[config.mk]
export PLATFORM = sky130hd
export DESIGN_NAME = gated_reg_wr_arbiter
export DESIGN_NICKNAME = d
export VERILOG_FILES = /design/src/rtl/gated_reg_wr_arbiter.sv
export SDC_FILE = /design/constraint.sdc
export NUM_CORES = 1
export LEC_CHECK = 0
export BUFFER_PORTS_ARGS = -buffer_cell sky130_fd_sc_hd__buf_2
export CAP_MARGIN = 25
export CORE_ASPECT_RATIO = 1.25
export CORE_UTILIZATION = 25
export CTS_CLUSTER_SIZE = 10
export DETAILED_ROUTE_END_ITERATION = 10
export GPL_TIMING_DRIVEN = 0
export HOLD_SLACK_MARGIN = 0.03
export PLACE_DENSITY_LB_ADDON = 0.05
export REMOVE_ABC_BUFFERS = 1
export SETUP_SLACK_MARGIN = 0.3
export SYNTH_ARGS = -nofsm -noshare
export SYNTH_HDL_FRONTEND = slang
export SYNTH_SLANG_ARGS = --single-unit
[constraint.sdc]
create_clock -name clk_i -period 2.7 [get_ports clk_i]
set_clock_uncertainty 0.2 [all_clocks]
set_input_delay 0.54 -clock clk_i [delete_from_list [all_inputs] [get_ports clk_i]]
set_output_delay 0.54 -clock clk_i [all_outputs]
set_load 0.005 [all_outputs]
[src/rtl/gated_reg_wr_arbiter.sv]
// Round-robin write arbiter for a bank of clock-gated registers.
// Drives registered one-hot gate enables and a shared write-data bus.
module gated_reg_wr_arbiter #(
   parameter int NumReq    = 4,
   parameter int NumRegs   = 8,
   parameter int DataWidth = 8,
   parameter int MaxLock   = 4,
   localparam int AddrWidth = $clog2(NumRegs)
) (
   input  logic                          clk_i,
   input  logic                          rst_i,
   input  logic [NumReq-1:0]             req_valid_i,
   input  logic [NumReq-1:0]             req_lock_i,
   input  logic [NumReq*AddrWidth-1:0]   req_addr_i,
   input  logic [NumReq*DataWidth-1:0]   req_data_i,
   output logic [NumReq-1:0]             req_ready_o,
   output logic [NumRegs-1:0]            gate_en_o,
   output logic [DataWidth-1:0]          wdata_o,
   output logic                          addr_err_o,
   output logic                          busy_o
);

   localparam int ReqW = (NumReq > 1) ? $clog2(NumReq) : 1;
   localparam int CntW = $clog2(MaxLock + 1);
   localparam logic [ReqW:0]      NumReqW  = NumReq[ReqW:0];
   localparam logic [ReqW-1:0]    LastReq  = ReqW'(NumReq - 1);
   localparam logic [AddrWidth:0] NumRegsW = NumRegs[AddrWidth:0];
   localparam logic [CntW-1:0]    MaxLockW = CntW'(MaxLock);

   typedef enum logic {IDLE, LOCKED} state_e;

   state_e                state_q, state_d;
   logic [ReqW-1:0]       rr_ptr_q, rr_ptr_d;
   logic [ReqW-1:0]       owner_q, owner_d;
   logic [CntW-1:0]       cnt_q, cnt_d;
   logic [NumRegs-1:0]    gate_en_q, gate_en_d;
   logic [DataWidth-1:0]  wdata_q, wdata_d;
   logic                  err_q, err_d;

   logic [NumReq-1:0]     ready;
   logic [ReqW-1:0]       gnt_idx;
   logic [ReqW:0]         idx;
   logic                  found, hs, gnt_lock;
   logic [AddrWidth-1:0]  gnt_addr;
   logic [DataWidth-1:0]  gnt_data;

   function automatic logic [ReqW-1:0] inc(input logic [ReqW-1:0] v);
      return (v == LastReq) ? '0 : v + 1'b1;
   endfunction

   // Grant selection: owner only while locked, else first valid from rr_ptr.
   always_comb begin
      ready   = '0;
      gnt_idx = '0;
      found   = 1'b0;
      idx     = '0;
      if (state_q == LOCKED) begin
         if (req_valid_i[owner_q]) begin
            found   = 1'b1;
            gnt_idx = owner_q;
         end
      end else begin
         for (int i = 0; i < NumReq; i++) begin
            idx = {1'b0, rr_ptr_q} + (ReqW+1)'(i);
            if (idx >= NumReqW) idx = idx - NumReqW;
            if (!found && req_valid_i[idx[ReqW-1:0]]) begin
               found   = 1'b1;
               gnt_idx = idx[ReqW-1:0];
            end
         end
      end
      hs = found && !rst_i;
      if (hs) ready[gnt_idx] = 1'b1;
   end

   assign gnt_addr = req_addr_i[gnt_idx*AddrWidth +: AddrWidth];
   assign gnt_data = req_data_i[gnt_idx*DataWidth +: DataWidth];
   assign gnt_lock = req_lock_i[gnt_idx];

   always_comb begin
      state_d   = state_q;
      owner_d   = owner_q;
      cnt_d     = cnt_q;
      rr_ptr_d  = rr_ptr_q;
      gate_en_d = '0;
      wdata_d   = wdata_q;
      err_d     = 1'b0;
      if (hs) begin
         wdata_d  = gnt_data;
         rr_ptr_d = inc(gnt_idx);
         if ({1'b0, gnt_addr} < NumRegsW) gate_en_d[gnt_addr] = 1'b1;
         else err_d = 1'b1;
      end
      unique case (state_q)
         IDLE: begin
            if (hs && gnt_lock && (MaxLock > 1)) begin
               state_d = LOCKED;
               owner_d = gnt_idx;
               cnt_d   = CntW'(1);
            end
         end
         LOCKED: begin
            if (!hs) begin
               state_d  = IDLE;
               cnt_d    = '0;
               rr_ptr_d = inc(owner_q);
            end else begin
               cnt_d = cnt_q + 1'b1;
               if (!gnt_lock || cnt_d == MaxLockW) begin
                  state_d = IDLE;
                  cnt_d   = '0;
               end
            end
         end
      endcase
   end

   always_ff @(posedge clk_i) begin
      if (rst_i) begin
         state_q   <= IDLE;
         owner_q   <= '0;
         cnt_q     <= '0;
         rr_ptr_q  <= '0;
         gate_en_q <= '0;
         wdata_q   <= '0;
         err_q     <= 1'b0;
      end else begin
         state_q   <= state_d;
         owner_q   <= owner_d;
         cnt_q     <= cnt_d;
         rr_ptr_q  <= rr_ptr_d;
         gate_en_q <= gate_en_d;
         wdata_q   <= wdata_d;
         err_q     <= err_d;
      end
   end

   assign req_ready_o = ready;
   assign gate_en_o   = gate_en_q;
   assign wdata_o     = wdata_q;
   assign addr_err_o  = err_q;
   assign busy_o      = (state_q == LOCKED);

endmodule
==> impl_metrics.ini <==
[status]
status = complete, no violations

[power_and_ir_drop]
powerDensity_mw_per_mm2 = 901
fin_total_pwr_w = 0.00225
vdd_drop_max_mv = 0.312
leakage_nw = 1.18

[finish]
multi_input_area_mm2 = 0.00112
fin_cells = 366
final_area_mm2 = 0.00250
insertedDiodeCount = 0
fillers = 596
area.growth.synth_to_final_pct = 62.5
fin_util_pct = 42.6
fin_nets = 346
drive_above_1_share_pct = 50.7
regArea_um2 = 494

[critical_path]
required_ps = 1960
worst_setup_path_end_kind = output port
arrival_ps = 1950
worstPathMaxFanout = 5
path_class = input port to output port
start_kind = input port

[cts]
cts.reportedPaths.clkPinSlew_ps = 80
clock_latency_ps = 270
cts_max_path_buffers = 2
clock-root-buffer = clkbuf_8
clkSinkCount = 24
cts_buffers = 3
cts_max_level = 1
cts_tree = yes
ctsHoldBuffers = 0

[placed_design]
placed_cell_area_mm2 = 0.00198
dp_cells = 332
portBuffers = 74
dp_hpwl_um = 3050
gp_congestion = 0.754

[grt]
grt_max_degree = 20
grt_overflow = 0
grt_pass1_vias = 1465
grt_pass1_wl_um = 7000
gr-usage-all-layers_pct = 13.9
antenna_found_initial = 0

[synthesis]
synth_enable_flop_cells = 0
syn_avg_cell_area_um2 = 8.31
yosys.area.top_type = dfxtp_1
ys.flop_type = dfxtp_1
synthCells = 185
synthArstFlopShare_pct = 0
ys_seq_area_share_pct = 31.3
synth.area.top_cells = dfxtp_1 (31%), nand2_1 (9.3%), mux2i_1 (6.5%)
ys_warn_count = 0
synth_top_area_share_pct = 31.3
synth_cell_types = 42
syn-cell-area_mm2 = 0.00154
ys_ff_latch = 24

[floorplanning]
die_w_um = 72.1
core_mm2 = 0.00586
io_pins = 76
initial_utilization_pct = 26.2
die-area_mm2 = 0.00647
fp.dieH_um = 89.7
row_count = 31

[timing]
min_period_ps = 2690
hold_viol_final = 0
rsz0062_at_grt = yes
drv_slew = 0
finalSetupViolations = 0
fin_crit_sh_pct = 99.5
slew_headroom_pct = 54.4
tightest_slew_ps = 682
fmax_ghz = 0.372

[routing]
drt-wirelength-per-cell_um = 12.2
drt_iter0_drc = 44
via_count = 1663
drc_errors = 0
drt_wl_total_um = 4460
dr.pass1.iters = 4
antenna_left = 0
post_drt_via_cell_ratio = 4.54

[worst_hold_path]
hold_path_class = flip-flop to flip-flop

[flow_run]
maxCapViolCount = 0
-- synth_stat cells, types with 2 or more instances --
cell       n
buf_1      3
nor3b_1    3
nor2_1     9
clkinv_1   2
inv_1      4
clkbuf_1   4
a21oi_1    5
nand2_1   38
and3b_1    2
o21ai_0    3
nor2b_1    4
nand3_1   18
dfxtp_1   24
nor3_1     3
or3_1      2
ha_1       7
a32o_1     8
and2_1     6
mux2_2     5
a211oi_1   2
nand2b_1   2
mux2i_1   10
buf_2      2
-- metal layers --
layer  share of wire, %  wire length (µm)  vias to the layer above  GRT usage (%)
li1                   -                 -                      858              -
met1                 45              1990                      757           17.6
met4               0.65                29                        0           4.81
met2                 49              2200                       46           23.6
met5                  0                 0                        -              0
met3                5.3               237                        2           2.57
-- path summary, 6_finish.rpt --
| path | from | end | slack, ps | cells after the start |
|---|---|---|---|---|
| min reg2reg | wdata_o[0] | wdata_o[0] | 270 | 1 |
| min | wdata_o[0] | wdata_o[0] | 270 | 1 |
| max reg2reg | rr_ptr_q[1] | cnt_q[2] | 50 | 9 |
| max | req_valid_i[0] | req_ready_o[2] | 10 | 8 |
-- critical path: stages --
cell	delay [ps]
buf_4	130
nor4_4	40
a311o_1	360
o31a_4	350
buf_6	140
ha_4	140
and2_4	130
buf_6	110
-- metrics by stage --
stage | TNS (ps) | hold slack, ps | setup WS [ps]
finish | 0 | 265 | 14.5
global route | -110 | 296 | -39.9
CTS | -45.1 | 271 | -17.2
detailed placement | -9610 | 249 | -979
global placement | -23160 | 247 | -1690
floorplan | -3610 | 266 | -611
-- placed cells by master, fill, tap and decap left out, drive strengths merged, types with 2 or more instances in the layout --
cell / count
buf: 105
nor3: 3
mux2i: 10
and3b: 2
a32o: 8
dfxtp: 24
o21ai: 3
or3: 2
nor2: 9
nand2: 38
nor3b: 3
mux2: 6
and2: 6
clkbuf: 3
ha: 7
inv: 5
a21oi: 5
nand2b: 2
nor2b: 4
a211oi: 2
nand3: 18
-- final cells by class --
cell class	count	area share (%)
Multi-Input combinational cell	145	44.9
Timing Repair Buffer	105	26.6
Sequential cell	24	19.8
Tap cell	82	4.11
Inverter	6	1.70
Clock buffer	3	1.65
Clock inverter	1	1.20
-- registers in the layout (all words and copies together), names as in the netlist --
name and cells:
cnt_q 3, owner_q 2, wdata_o 8, rr_ptr_q 2
gate_en_o 8, busy_o 1
-- timing repair --
| action | in CTS | in global routing |
|---|---|---|
| resized for setup | 40 | 18 |
| buffers inserted | 11 | 19 |
| setup endpoints to repair | 27 | 26 |
| pin swaps | 6 | 11 |
-- where the power goes --
| part | internal, W | switching (W) | total [W] |
|---|---|---|---|
| clock network | 0.000198 | 0.000118 | 0.000317 |
| registers | 0.000476 | 0.0000712 | 0.000547 |
| logic | 0.000734 | 0.000653 | 0.00139 |
| total | 0.00141 | 0.000842 | 0.00225 |
-- cells by family (layout without fill, tap and decap cells) --
logic type / count (synthesis) / count (layout) / share of synthesized area [%]
XOR/XNOR: 1 / 1 / 0.570
AO/OA/AOI/OAI: 26 / 26 / 15.6
AND/OR/NAND/NOR: 93 / 93 / 29.6
other: 1 / 1 / 0.244
flip-flops: 24 / 24 / 31.3
multiplexers: 17 / 17 / 12.6
adder cells (fa/ha/maj): 7 / 7 / 5.70
buffers and inverters: 16 / 115 / 4.32
No activity file was read; power rests on OpenSTA's default activity.
